$ cat src/rtl/vliw_pkg.sv
// Shared types for the VLIW run controller.
// State and stop-cause encodings seen on its outputs.
package vliw_pkg;

  localparam int DEF_CNT_W = 16;

  typedef enum logic [2:0] {
    IDLE    = 3'd0,
    HOLD    = 3'd1,
    RELEASE = 3'd2,
    RUN     = 3'd3,
    DONE    = 3'd4
  } run_state_e;

  typedef enum logic {
    CAUSE_TIMEOUT = 1'b0,
    CAUSE_HALT    = 1'b1
  } stop_cause_e;

endpackage

$ cat src/rtl/vliw_sat_counter.sv
// Up-counter with synchronous clear that sticks at all ones.
// Clear has priority over enable.
module vliw_sat_counter #(
  parameter int W = 8
) (
  input  logic         clk,
  input  logic         rst_n,
  input  logic         i_clr,
  input  logic         i_en,
  output logic [W-1:0] o_q
);

  logic [W-1:0] r_q;

  always_ff @(posedge clk or negedge rst_n) begin
    if (!rst_n) begin
      r_q <= '0;
    end else if (i_clr) begin
      r_q <= '0;
    end else if (i_en && (r_q != '1)) begin
      r_q <= r_q + W'(1);
    end
  end

  assign o_q = r_q;

endmodule

$ cat src/rtl/vliw_run_ctrl.sv
// Run controller: holds lanes in reset, releases them staggered,
// runs them for a bounded or unbounded time and reports why it stopped.
module vliw_run_ctrl
  import vliw_pkg::*;
#(
  parameter int LANES       = 4,
  parameter int HOLD_CYCLES = 5,
  parameter int STAGGER     = 1,
  parameter int RUN_CYCLES  = 3,
  parameter int CNT_W       = DEF_CNT_W
) (
  input  logic             clk,
  input  logic             rst,
  input  logic             start,
  input  logic             abort,
  input  logic [LANES-1:0] halt_req,
  output logic [LANES-1:0] lane_rst_n,
  output logic [LANES-1:0] lane_en,
  output logic [2:0]       state,
  output logic [CNT_W-1:0] cycle_cnt,
  output logic             done,
  output logic             cause,
  output logic [((LANES > 1) ? $clog2(LANES) : 1)-1:0] halt_lane
);

  localparam int HLW = (LANES > 1) ? $clog2(LANES) : 1;
  localparam int HCW = (HOLD_CYCLES > 1) ? $clog2(HOLD_CYCLES) : 1;
  localparam int REL_END = (LANES - 1) * STAGGER;
  localparam int RCW = (REL_END > 0) ? $clog2(REL_END + 1) : 1;

  localparam logic [HCW-1:0] HOLD_LAST = HCW'(HOLD_CYCLES - 1);
  localparam logic [RCW-1:0] REL_LAST  = RCW'(REL_END);
  localparam bit             TMO_EN    = (RUN_CYCLES != 0);
  localparam logic [CNT_W-1:0] RUN_LAST =
    CNT_W'((RUN_CYCLES == 0) ? 0 : RUN_CYCLES - 1);

  run_state_e       r_state;
  stop_cause_e      r_cause;
  logic [LANES-1:0] r_lane_rst_n;
  logic [LANES-1:0] r_lane_en;
  logic             r_done;
  logic [HLW-1:0]   r_halt_lane;

  logic [HCW-1:0]   w_hold_cnt;
  logic [RCW-1:0]   w_rel_cnt;
  logic [CNT_W-1:0] w_run_cnt;
  logic [HLW-1:0]   w_pe;
  logic             w_start_ok;
  logic             w_hold_end;
  logic             w_rel_end;
  logic             w_halt;
  logic             w_tmo;

  assign w_start_ok = start &&
    ((r_state == IDLE) || (r_state == DONE));
  assign w_hold_end = (r_state == HOLD) &&
    (w_hold_cnt == HOLD_LAST);
  assign w_rel_end = (r_state == RELEASE) &&
    (w_rel_cnt == REL_LAST);
  assign w_halt = (r_state == RUN) && (|halt_req);
  assign w_tmo = TMO_EN && (r_state == RUN) &&
    (w_run_cnt == RUN_LAST);

  // Lowest requesting lane wins.
  always_comb begin
    w_pe = '0;
    for (int i = LANES - 1; i >= 0; i--) begin
      if (halt_req[i]) w_pe = HLW'(i);
    end
  end

  vliw_sat_counter #(.W(HCW)) u_hold_cnt (
    .clk   (clk),
    .rst_n (rst),
    .i_clr (w_start_ok),
    .i_en  (r_state == HOLD),
    .o_q   (w_hold_cnt)
  );

  vliw_sat_counter #(.W(RCW)) u_rel_cnt (
    .clk   (clk),
    .rst_n (rst),
    .i_clr (w_hold_end),
    .i_en  (r_state == RELEASE),
    .o_q   (w_rel_cnt)
  );

  // Run count is frozen on the stopping edge and kept across abort.
  vliw_sat_counter #(.W(CNT_W)) u_run_cnt (
    .clk   (clk),
    .rst_n (rst),
    .i_clr (w_start_ok && !abort),
    .i_en  ((r_state == RUN) && !abort && !w_halt && !w_tmo),
    .o_q   (w_run_cnt)
  );

  always_ff @(posedge clk or negedge rst) begin
    if (!rst) begin
      r_state      <= IDLE;
      r_lane_rst_n <= '0;
      r_lane_en    <= '0;
      r_done       <= 1'b0;
      r_cause      <= CAUSE_TIMEOUT;
      r_halt_lane  <= '0;
    end else if (abort) begin
      r_state      <= IDLE;
      r_lane_rst_n <= '0;
      r_lane_en    <= '0;
      r_done       <= 1'b0;
    end else begin
      unique case (r_state)
        IDLE, DONE: begin
          if (start) begin
            r_state      <= HOLD;
            r_lane_rst_n <= '0;
            r_done       <= 1'b0;
          end
        end
        HOLD: begin
          if (w_hold_end) r_state <= RELEASE;
        end
        RELEASE: begin
          for (int i = 0; i < LANES; i++) begin
            if (w_rel_cnt == RCW'(i * STAGGER))
              r_lane_rst_n[i] <= 1'b1;
          end
          if (w_rel_end) begin
            r_state   <= RUN;
            r_lane_en <= '1;
          end
        end
        RUN: begin
          if (w_halt) begin
            r_state     <= DONE;
            r_lane_en   <= '0;
            r_done      <= 1'b1;
            r_cause     <= CAUSE_HALT;
            r_halt_lane <= w_pe;
          end else if (w_tmo) begin
            r_state   <= DONE;
            r_lane_en <= '0;
            r_done    <= 1'b1;
            r_cause   <= CAUSE_TIMEOUT;
          end
        end
        default: r_state <= IDLE;
      endcase
    end
  end

  assign state      = r_state;
  assign lane_rst_n = r_lane_rst_n;
  assign lane_en    = r_lane_en;
  assign cycle_cnt  = w_run_cnt;
  assign done       = r_done;
  assign cause      = r_cause;
  assign halt_lane  = r_halt_lane;

endmodule
$ cat config.mk
export PLATFORM = sky130hd
export DESIGN_NAME = vliw_run_ctrl
export DESIGN_NICKNAME = d
export VERILOG_FILES = /design/src/rtl/vliw_pkg.sv /design/src/rtl/vliw_sat_counter.sv /design/src/rtl/vliw_run_ctrl.sv
export SDC_FILE = /design/constraint.sdc
export NUM_CORES = 1
export LEC_CHECK = 0
export CORE_MARGIN = 8
export CORE_UTILIZATION = 52
export DETAILED_ROUTE_END_ITERATION = 16
export PLACE_DENSITY_LB_ADDON = 0.3
export SYNTH_ARGS = -nofsm -noshare
export SYNTH_HDL_FRONTEND = slang
export SYNTH_SLANG_ARGS = --single-unit
$ cat constraint.sdc
create_clock -name clk -period 2.05 [get_ports clk]
set_input_delay 0.3075 -clock clk [delete_from_list [all_inputs] [get_ports clk]]
set_output_delay 0.3075 -clock clk [all_outputs]
set_load 0.01 [all_outputs]
# == Word level (Yosys, flattened, before mapping) ==
# Cells that the tools add are included.
# word_totals
ff_bits,36
latch_bits,0
ram_bits,0
rom_bits,0
inputBits,8
output_inout_bits,31
memories,0
# classes
add_sub_neg,3
n_mul,0
div_mod_pow,0
order_cmp,0
n_eq_ne,20
n_shift,0
n_mux,36
n_bitwise,1
reduce_logical,36
# ops
op,n
two-way mux 16 bit,2
two-way mux 3 bit,8
two-way mux 4 bit,6
AND reduction 3 bit,8
inequality test 3 bit (second input constant),7
adder 16 x 1 -> 16 bit (second input constant),1
== test 16 x 2 -> 1 bit (second input constant),1
inequality test 16 bit (second input constant),1
case mux 4 bit (2 select lines),2
logical AND 1 bit,12
two-way mux 2 bit,6
case mux 3 bit (4 select lines),1
two-way mux 1 bit,10
nonzero test 3 bit,3
nonzero test 2 bit,4
== test 3 x 2 -> 1 bit (second input constant),2
== test 3 bit (second input constant),2
== test 2 bit (second input constant),2
inequality test 4 bit (second input constant),1
AND reduction 4 bit,1
OR reduction 4 bit,1
adder 3 x 1 -> 3 bit (second input constant),1
== test 3 x 1 -> 1 bit (second input constant),1
zero test 1 bit,3
10 further kinds,10

# == Longest topological paths before layout ==
# Gate-level depths: netlist (run 1).
# logic_depth
word_depth,8
ltp_mapped,8
ltp_nobuf,7

# == Cells and area by module ==
# Synthesis (run 1) repeated with hierarchy kept, for this count alone.
# unflattened
hier_cells,197
hier_area_um2,1921.8
# by_module_without_submodules
module,n_inst,cells_each,area_per_inst_um2
vliw_sat_counter (u_run_cnt),1,98,942.2
vliw_run_ctrl,1,74,671.9
vliw_sat_counter (u_hold_cnt),1,15,183.9
vliw_sat_counter (u_rel_cnt),1,10,123.9

# == Least setup slack after synthesis (run 1) ==
# OpenSTA, ideal clock, no wires.
# synth_timing
path_type,reg2reg
from,register u_run_cnt.r_q[0] (netlist: u_run_cnt.o_q[0])
to,register r_state[1] (netlist: state[1])
setup_ps,121
t_arrival_ps,1823
setup_slack_ps,106
stages_incl_launch_ff,9
path_buffers,1
period_less_slack_ps,1944
cell_sequence,dfrtp_1 inv_1 ha_1 nor4b_4 nand4_4 and2_4 buf_6 or3_1 a22o_1
# synth_between
elab_chain_len,4
# synth_rtl
item,line,text
"start, declared",vliw_sat_counter.sv:13,logic [W-1:0] r_q;
"start signal, assigned",vliw_sat_counter.sv:21,r_q <= r_q + W'(1);
== test 16 x 2 -> 1 bit,vliw_run_ctrl.sv:62,(w_run_cnt == RUN_LAST);
logical AND 1 bit,vliw_run_ctrl.sv:61,assign w_tmo = TMO_EN && (r_state == RUN) &&
inequality test 4 bit (no line),n/a,
AND reduction 4 bit (no line),n/a,
"end signal, assigned",vliw_run_ctrl.sv:99,r_state <= IDLE;
"end signal, assigned",vliw_run_ctrl.sv:106,r_state <= IDLE;
"end signal, assigned",vliw_run_ctrl.sv:114,r_state <= HOLD;
"end, declared",vliw_run_ctrl.sv:37,run_state_e r_state;
# Every way passes these cells.
# A chain may end at the register's enable or synchronous reset.

# == Worst setup path in the final report (run 1) ==
# layout_timing
from,register u_run_cnt.r_q[7] (netlist: u_run_cnt.o_q[7])
to,register u_run_cnt.r_q[9] (netlist: u_run_cnt.o_q[9])
# layout_between
elab_chain_len,6
word_cells_on_any_way,10
# layout_rtl
item
branches (longest 6 deep; another with adder 16 x 1 -> 16 bit)
# Parallel ways; which one is timed is not known. The select of a mux whose other input is x is not followed.

==> reports/qor.yml, run 1 <==
worstHoldPathType: "in2async"
p_seq_share_pct: 38.1
pin_count_of_the_biggest_net_entering_global_routing: 34
antenna_found_initial: 0
worst_setup_path_start_kind: "register"
fin_hold_ws_ns: 0.418
vdd_ir_drop_max_uv: 576
slew_viols_final: 0
initial_cell_density_of_the_core_pct: 52.8
netlist_top_cells_count: "dfrtp_1, a21oi_1, nand2_1, nor2_1, o21ai_0"
internal-power_mw: 1.50
drt_first_pass_iters: 4
avgViaCountPerCell: 5.64
skew_ns: 0.00667
hold_viol_final: 0
cellPowerDensity_nw_per_um2: 785
io_pins: 39
route.antenna.remaining_nets: 0
timing.final.crit_period_ns: 1.94
slew_headroom_pct: 70.9
cts-buffers-inserted: 5
r2r-end: "u_run_cnt.o_q[9]"
first_iter_violations: 143
path_clk_slew_ns: 0.07
postSynthNetCount: 235
synth_area_per_cell_sq_um: 9.48
totalNegativeSetupSlack_ns: 0
path_max_fanout: 7
required_ns: 2.22
synth_edf_count: 0
drive_gt1_share_pct: 20.2
synth_largest_area_cell: "dfrtp_1"
dp.final_hpwl_um: 3820
clock_tree.root_cell: "clkbuf_8"
synthFlopType: "dfrtp_1"
grt_pass1_wl_um: 8310
p_clk_share_pct: 29.2
synthDominantCellAreaShare_pct: 40.0
final_min_period_over_clock_period_pct: 94.5
ys_top_cells_by_area: "dfrtp_1, ha_1, a21oi_1, o21ai_0, nand2_1"
ys_ff_latch: 33
sw_frac_of_total_pct: 31.3
rsz0062_at_grt: "no"
synthDistinctLibCells: 53
layout-area-overhead-vs-synth_pct: 34.9
global_route.overflow_total: 0
tritoncts: "yes"
setup.worst_path.end_class: "register"
cts.path.max_buffers: 2
ys_async_sr_fraction_pct: 100
numClockSinks: 33
max_freq_ghz: 0.516
seq_area_frac_synth_pct: 40.0
synth_area_sq_um: 2070
chipWidth_um: 79.0
wl_per_cell_um: 15.2
power_leakage_nw: 1.22
critical_path_arrival_ns: 2.11
worst_r2r_startpoint: "u_run_cnt.o_q[7]"
routed_wirelength_um: 5030
power.combinational.fraction_pct: 32.7
worst_skew_pair_latency_ns: 0.29
placeableCoreArea_sq_um: 3910
floorplan.die.height_um: 79.0
power.switching_mw: 0.685
grt.total_usage_pct: 16.3
die_area_sq_um: 6250
count_of_inserted_antenna_diode_cells: 0
htree_num_levels: 2
outcome: "finished, final reports clean"
fp-row-count: 23
crit_type: "reg2reg"
dr_total_vias: 1871
routability_driven_placement_congestion_ratio: 0.885
syn-instance-count: 218
final_nets: 298
regToRegSetupSlack_ns: 0.11
max-cap-violations: 0
final-setup-viol-count: 0
synthesis.yosys.warnings: 0
drc: 0
numPortBuffers: 38
grt_pass1_vias: 1830
synthMostInstantiatedCell: "dfrtp_1"
timing_worst_slew_pin_value_ns: 0.431
worst-r2r-cell-count: 7
## power by group through the flow
stage | registers [mW] | clock network (mW) | logic, mW
2_1_floorplan | 0.841 | 0 | 0.435
3_3_place_gp | 0.842 | 0 | 0.695
3_5_place_dp | 0.844 | 0 | 0.714
4_1_cts | 0.832 | 0.654 | 0.720
5_1_grt | 0.846 | 0.678 | 0.784
6_report | 0.833 | 0.639 | 0.716
## cell families after synthesis
kind of cell,after synthesis,share of synthesized area (%)
adder cells (fa/ha/maj),9,5.45
AND/OR/NAND/NOR,88,26.8
XOR/XNOR,1,0.424
multiplexers,2,0.969
flip-flops,33,40.0
buffers and inverters,23,6.66
AO/OA/AOI/OAI,62,19.8
## critical path, cell delays in order (launching register included)
cell and delay (ns):
dfrtp_1 0.48, and4_2 0.33, nand3_4 0.11, o211ai_4 0.29, buf_6 0.17, buf_4 0.14
nor2_1 0.05, a221o_1 0.26
## cell type report
type	instances	area [sq um]
clock buffers	7	86.3
clock inverters	1	30.0
fillers	311	1120
inverters	7	26.3
multi-input cells	162	1100
flip-flops and latches	33	827
well taps	50	62.6
repair buffers	72	652
## sequential cells by signal (all words and copies together) (netlist names)
name	flops
lane_rst_n	4
u_hold_cnt.o_q	3
u_rel_cnt.o_q	2
lane_en	1
cause	1
state	3
u_run_cnt.o_q	16
halt_lane	2
done	1
## layout by cell type (no fill, tap or decap), types with 2 or more instances in the layout
cell type,synthesis,routed
mux2i_1,2,2
nor4_4,2,2
inv_1,7,7
nand3_1,8,8
a21oi_1,20,20
clkbuf_8,0,6
nand4_1,4,4
ha_1,9,9
buf_4,4,32
o21a_1,2,2
nor2b_1,3,3
clkdlybuf4s50_1,0,38
and2_4,2,2
nand2_1,17,17
nor2_1,16,16
o31ai_1,4,4
o22a_1,2,2
or3_1,10,10
and2_1,2,2
nor3_1,9,9
o21ai_0,14,14
and4_2,1,2
dfrtp_1,33,32
a21boi_0,2,2
a21o_1,6,6
## how the worst max path moves through the flow
stage | start | cells past startpoint | slack [ns] | to
after global placement | halt_req[0] | 7 | -0.06 | u_run_cnt.o_q[5]
after global routing | u_run_cnt.o_q[0] | 9 | 0.02 | u_run_cnt.o_q[9]
after floorplan | u_run_cnt.o_q[0] | 8 | 0.11 | state[1]
final | u_run_cnt.o_q[7] | 7 | 0.11 | u_run_cnt.o_q[9]
after detailed placement | halt_req[0] | 7 | -0.09 | u_run_cnt.o_q[5]
after CTS | u_run_cnt.o_q[7] | 7 | 0.08 | u_run_cnt.o_q[9]
## per-stage QoR
stage | std cells | setup slack (ns) | util (%) | cell area (sq um) | total power [mW]
2_1_floorplan | 218 | 0.106 | - | 2070 | 1.28
3_3_place_gp | 323 | -0.0582 | 67.9 | 2660 | 1.54
3_5_place_dp | 323 | -0.0864 | 67.9 | 2660 | 1.56
4_1_cts | 331 | 0.0850 | 70.9 | 2780 | 2.21
5_1_grt | 332 | 0.0168 | 71.3 | 2790 | 2.31
6_report | 332 | 0.113 | 71.3 | 2790 | 2.19
## what timing repair did
item	in CTS	in global routing
gates resized for setup	0	3
setup endpoints to repair	0	2
buffers inserted	0	1
hold buffers	0	0
## routing by layer
metal | vias up | global-route usage, % | routed length, um
li1 | 920 | - | -
met1 | 903 | 18.4 | 2150
met2 | 41 | 29.7 | 2630
met3 | 7 | 3.72 | 216
met4 | 0 | 5.00 | 44
met5 | - | 0 | 0
Note: power is estimated with default switching activity, not from simulation.
==> run 2: changes to the inputs <==
RECOVER_POWER = 25   (was default)
==> reports/qor.yml, run 2 (same netlist as run 1, synthesis figures left out) <==
outcome: "finished, final reports clean"
skew_ns: 0.00667  # unchanged
slew_headroom_pct: 45.1  # -26 points
final_min_period_over_clock_period_pct: 94.5  # about the same
path_clk_slew_ns: 0.07  # about the same
drt_first_pass_iters: 4  # unchanged
max-cap-violations: 0  # unchanged
global_route.overflow_total: 0  # unchanged
io_pins: 39  # unchanged
tritoncts: "yes"
antenna_found_initial: 0  # unchanged
grt.total_usage_pct: 16.3  # unchanged
final_common_cell: "clkdlybuf4s50_1"
cts-buffers-inserted: 5  # unchanged
hold_viol_final: 0  # unchanged
drive_gt1_share_pct: 20.2  # unchanged
first_iter_violations: 143  # unchanged
initial_cell_density_of_the_core_pct: 52.8  # unchanged
crit_type: "reg2reg"
finalInstanceArea_sq_um: 2790  # about the same
worst_setup_path_start_kind: "register"
die_area_sq_um: 6250  # unchanged
cts.path.max_buffers: 2  # unchanged
wl_per_cell_um: 15.2  # about the same
required_ns: 2.22  # about the same
placeableCoreArea_sq_um: 3910  # unchanged
largest_reg_flops: 16  # unchanged
numPortBuffers: 38  # unchanged
power_leakage_nw: 1.22  # about the same
path_max_fanout: 7  # unchanged
timing.final.crit_period_ns: 1.94  # -0.000183 ns
pin_count_of_the_biggest_net_entering_global_routing: 34  # unchanged
layout.filler_cells: 312  # +0.32%
floorplan.die.height_um: 79.0  # unchanged
most-common-layout-cells: "clkdlybuf4s50_1, dfrtp_1, buf_4, a21oi_1, nand2_1"
placed_area_sq_um: 2660  # unchanged
timing_worst_slew_pin_value_ns: 0.823  # +0.393 ns
worst_skew_pair_latency_ns: 0.29  # about the same
final-setup-viol-count: 0  # unchanged
numClockSinks: 33  # unchanged
holdBufCountCts: 0  # unchanged
layout-area-overhead-vs-synth_pct: 34.8  # about the same
final_cell_count_no_fill: 332  # unchanged
setup.worst_path.end_class: "register"
fp-row-count: 23  # unchanged
clock_tree.root_cell: "clkbuf_8"
drc: 0  # unchanged
final_nets: 298  # unchanged
rsz0062_at_grt: "no"
count_of_inserted_antenna_diode_cells: 0  # unchanged
grt_pass1_vias: 1830  # unchanged
avgViaCountPerCell: 5.62  # -0.32%
dp.final_hpwl_um: 3820  # unchanged
max_freq_ghz: 0.516  # about the same
dr_total_vias: 1865  # -0.32%
htree_num_levels: 2  # unchanged
critical_path_arrival_ns: 2.11  # about the same
routability_driven_placement_congestion_ratio: 0.885  # unchanged
worstHoldPathType: "reg2reg"
chipWidth_um: 79.0  # unchanged
dp_cells: 323  # unchanged
cellPowerDensity_nw_per_um2: 785  # about the same
fin_hold_ws_ns: 0.490  # +0.0715 ns
finish.utilization_pct: 71.2  # about the same
slew_viols_final: 0  # unchanged
grt_pass1_wl_um: 8310  # unchanged
routed_wirelength_um: 5040  # about the same
route.antenna.remaining_nets: 0  # unchanged
vdd_ir_drop_max_uv: 576  # about the same
-- run 2: routing by layer --
metal	vias up	wire (um)	track usage, %
li1	920	-	-
met1	899	2150	18.4
met2	39	2620	29.7
met3	7	222	3.72
met4	0	44	5.00
met5	-	0	0
-- run 2: area by class of cell --
type	count	area, sq um	area share (%)
clock inverters	1	30.0	1.08
repair buffers	72	649	23.3
well taps	50	62.6	2.25
inverters	7	26.3	0.943
multi-input cells	162	1100	39.6
flip-flops and latches	33	827	29.7
clock buffers	7	86.3	3.10
-- run 2: final timing paths --
path | cells after the start | from | slack (ns) | endpoint
max in group asynchronous | 2 | rst | 0.84 | u_run_cnt.o_q[11]
min reg2reg | 1 | halt_lane[1] | 0.49 | halt_lane[1]
max reg2reg | 7 | u_run_cnt.o_q[7] | 0.11 | u_run_cnt.o_q[9]
max | 7 | u_run_cnt.o_q[7] | 0.11 | u_run_cnt.o_q[9]
min in group asynchronous | 2 | rst | 0.64 | halt_lane[0]
min | 1 | halt_lane[1] | 0.49 | halt_lane[1]
-- run 2: per-stage QoR --
step	setup TNS, ns	power [mW]	setup slack [ns]
2_1_floorplan	0	1.28	0.106
3_3_place_gp	-0.250	1.54	-0.0582
3_5_place_dp	-0.272	1.56	-0.0864
4_1_cts	0	2.21	0.0850
5_1_grt	0	2.31	0.0168
6_report	0	2.19	0.113
-- run 2: worst max-delay path: stages, from the launching register on --
cell and delay (ns):
dfrtp_1 0.48, and4_2 0.33, nand3_4 0.11, o211ai_4 0.29
buf_6 0.17, buf_4 0.14, nor2_1 0.05, a221o_1 0.26
-- run 2: where the power goes --
part	switching, mW	leakage, nW	internal [mW]
Sequential	0.0952	0.451	0.738
Combinational	0.348	0.709	0.367
Clock	0.242	0.0585	0.396
Total	0.685	1.22	1.50
-- run 2: what timing repair did --
item                       CTS  global route
setup buffers                0             1
setup endpoints to repair    0             2
gates resized for setup      0             3
==> run 3: changes to the inputs <==
CELL_PAD_IN_SITES_DETAIL_PLACEMENT = 1   (was default)
CELL_PAD_IN_SITES_GLOBAL_PLACEMENT = 1   (was default)
CORE_UTILIZATION = 40   (was 52)
MAX_ROUTING_LAYER = met4   (was default)
==> reports/qor.yml, run 3 (same netlist as run 1, synthesis figures left out) <==
outcome: "finished, final reports clean"
final_nets: 297  # -0.34%
path_clk_slew_ns: 0.07  # about the same
final_cell_count_no_fill: 351  # +5.7%
clock_tree.root_cell: "clkbuf_8"
first_iter_violations: 91  # -36%
hold_viol_final: 0  # unchanged
holdBufCountCts: 0  # unchanged
setup.worst_path.end_class: "register"
pin_count_of_the_biggest_net_entering_global_routing: 34  # unchanged
numClockSinks: 33  # unchanged
grt_pass1_wl_um: 9980  # +20%
slew_headroom_pct: 42.1  # -3.0 points
skew_ns: 0.00488  # -0.00179 ns
global_route.overflow_total: 0  # unchanged
drt_first_pass_iters: 4  # unchanged
fp-row-count: 26  # +13%
numPortBuffers: 38  # unchanged
register_area_sq_um: 828  # +0.15%
rsz0062_at_grt: "no"
dr_total_vias: 1891  # +1.4%
worst_case_hold_path_end_point: "halt_lane[1]"
multiInputGateArea_sq_um: 1100  # unchanged
worst_skew_pair_latency_ns: 0.30  # about the same
finish.utilization_pct: 54.9  # -16 points
regToRegSetupSlack_ns: 0.12  # about the same
tritoncts: "yes"
slew_viols_final: 0  # unchanged
drive_gt1_share_pct: 20.3  # +0.072 points
max-cap-violations: 0  # unchanged
final-setup-viol-count: 0  # unchanged
cp-startpoint: "u_run_cnt.o_q[8]"
final_common_cell: "clkdlybuf4s50_1"
placed_area_sq_um: 2680  # +0.94%
grt.total_usage_pct: 17.1  # +0.75 points
cts.path.max_buffers: 2  # unchanged
routability_driven_placement_congestion_ratio: 0.809  # -8.7%
cts-buffers-inserted: 5  # unchanged
crit_type: "reg2reg"
required_ns: 2.23  # about the same
avgViaCountPerCell: 5.39  # -4.1%
vdd_ir_drop_max_uv: 567  # -1.5%
worstHoldPathType: "reg2reg"
layout-area-overhead-vs-synth_pct: 33.9
dp.final_hpwl_um: 4480  # +17%
initial_cell_density_of_the_core_pct: 41.0  # -12 points
cellPowerDensity_nw_per_um2: 751  # -4.3%
max_freq_ghz: 0.518  # +0.36%
io_pins: 39  # unchanged
antenna_found_initial: 0  # unchanged
power_leakage_nw: 1.20  # -1.7%
placeableCoreArea_sq_um: 5040  # +29%
worst_r2r_startpoint: "u_run_cnt.o_q[8]"
worst-r2r-cell-count: 6  # -1
layout.filler_cells: 585  # +88%
largest_reg_flops: 16  # unchanged
worst_hold_startpoint: "halt_lane[1]"
htree_num_levels: 2  # unchanged
die_area_sq_um: 7720  # +24%
path_max_fanout: 9  # +2
grt_pass1_vias: 2091  # +14%
whs_path_depth: 1  # unchanged
count_of_inserted_antenna_diode_cells: 0  # unchanged
wl_per_cell_um: 16.9  # +11%
finalInstanceArea_sq_um: 2770  # -0.67%
worst_setup_path_start_kind: "register"
most-common-layout-cells: "clkdlybuf4s50_1, dfrtp_1, buf_4, a21oi_1, nand2_1"
routed_wirelength_um: 5920  # +18%
route.antenna.remaining_nets: 0  # unchanged
timing_worst_slew_pin_value_ns: 0.869  # +0.0454 ns
timing.final.crit_period_ns: 1.93  # -0.00690 ns
chipWidth_um: 87.9  # +11%
r2r-end: "u_run_cnt.o_q[9]"
dp_cells: 343  # +6.2%
final_min_period_over_clock_period_pct: 94.2  # -0.34 points
floorplan.die.height_um: 87.9  # +11%
drc: 0  # unchanged
critical_path_arrival_ns: 2.11  # about the same
totalPowerFinal_mw: 2.08  # -5.0%
==> run 3: repair_timing <==
item / in CTS / in global routing
hold endpoints to repair: 0 / 0
setup buffers: 0 / 0
endpoints found under the setup margin: 0 / 3
resized for setup: 0 / 3
==> run 3: final cells by class <==
class	count	share of cell area, %
timing repair buffer	71	23.1
tap	70	3.16
clock buffer	6	2.62
sequential	33	29.9
multi-input combinational	162	39.9
inverter	7	0.949
clock inverter	2	0.362
==> run 3: per-layer routing <==
metal	vias up	part of all wire, %	wire length (um)	global-route usage (%)
li1	910	-	-	-
met1	938	42	2480	18.1
met2	34	54	3180	30.5
met3	9	3.1	183	3.38
met4	0	1.3	79	6.41
met5	-	0	0	-
==> run 3: how the worst max path moves through the flow <==
stage / slack [ns] / end / cells after the start
4_1_cts: 0.05 / u_run_cnt.o_q[9] / 6
3_3_place_gp: -0.07 / u_run_cnt.o_q[10] / 7
5_1_grt: 0.01 / u_run_cnt.o_q[11] / 6
2_1_floorplan: 0.11 / state[1] / 8
6_report: 0.12 / u_run_cnt.o_q[9] / 6
3_5_place_dp: -0.12 / u_run_cnt.o_q[9] / 6
==> run 3: through the flow <==
stage,TNS [ns],setup slack [ns],hold WS [ns]
3_5_place_dp,-0.622,-0.119,0.488
2_1_floorplan,0,0.106,0.0119
4_1_cts,0,0.0528,0.443
3_3_place_gp,-0.249,-0.0659,0.476
5_1_grt,0,0.00951,0.537
6_report,0,0.120,0.504
==> run 3: where the power goes <==
| group | switching, mW | leakage [nW] | internal, mW |
|---|---|---|---|
| Sequential | 0.0976 | 0.449 | 0.738 |
| Combinational | 0.370 | 0.704 | 0.376 |
| Clock | 0.261 | 0.0450 | 0.235 |
| Total | 0.729 | 1.20 | 1.35 |
==> run 3: critical path: stages (launching register included) <==
cell,delay [ns]
dfrtp_1,0.47
and4_2,0.32
nand3_4,0.17
o211ai_4,0.33
buf_4,0.22
nor2_1,0.05
a221o_1,0.26
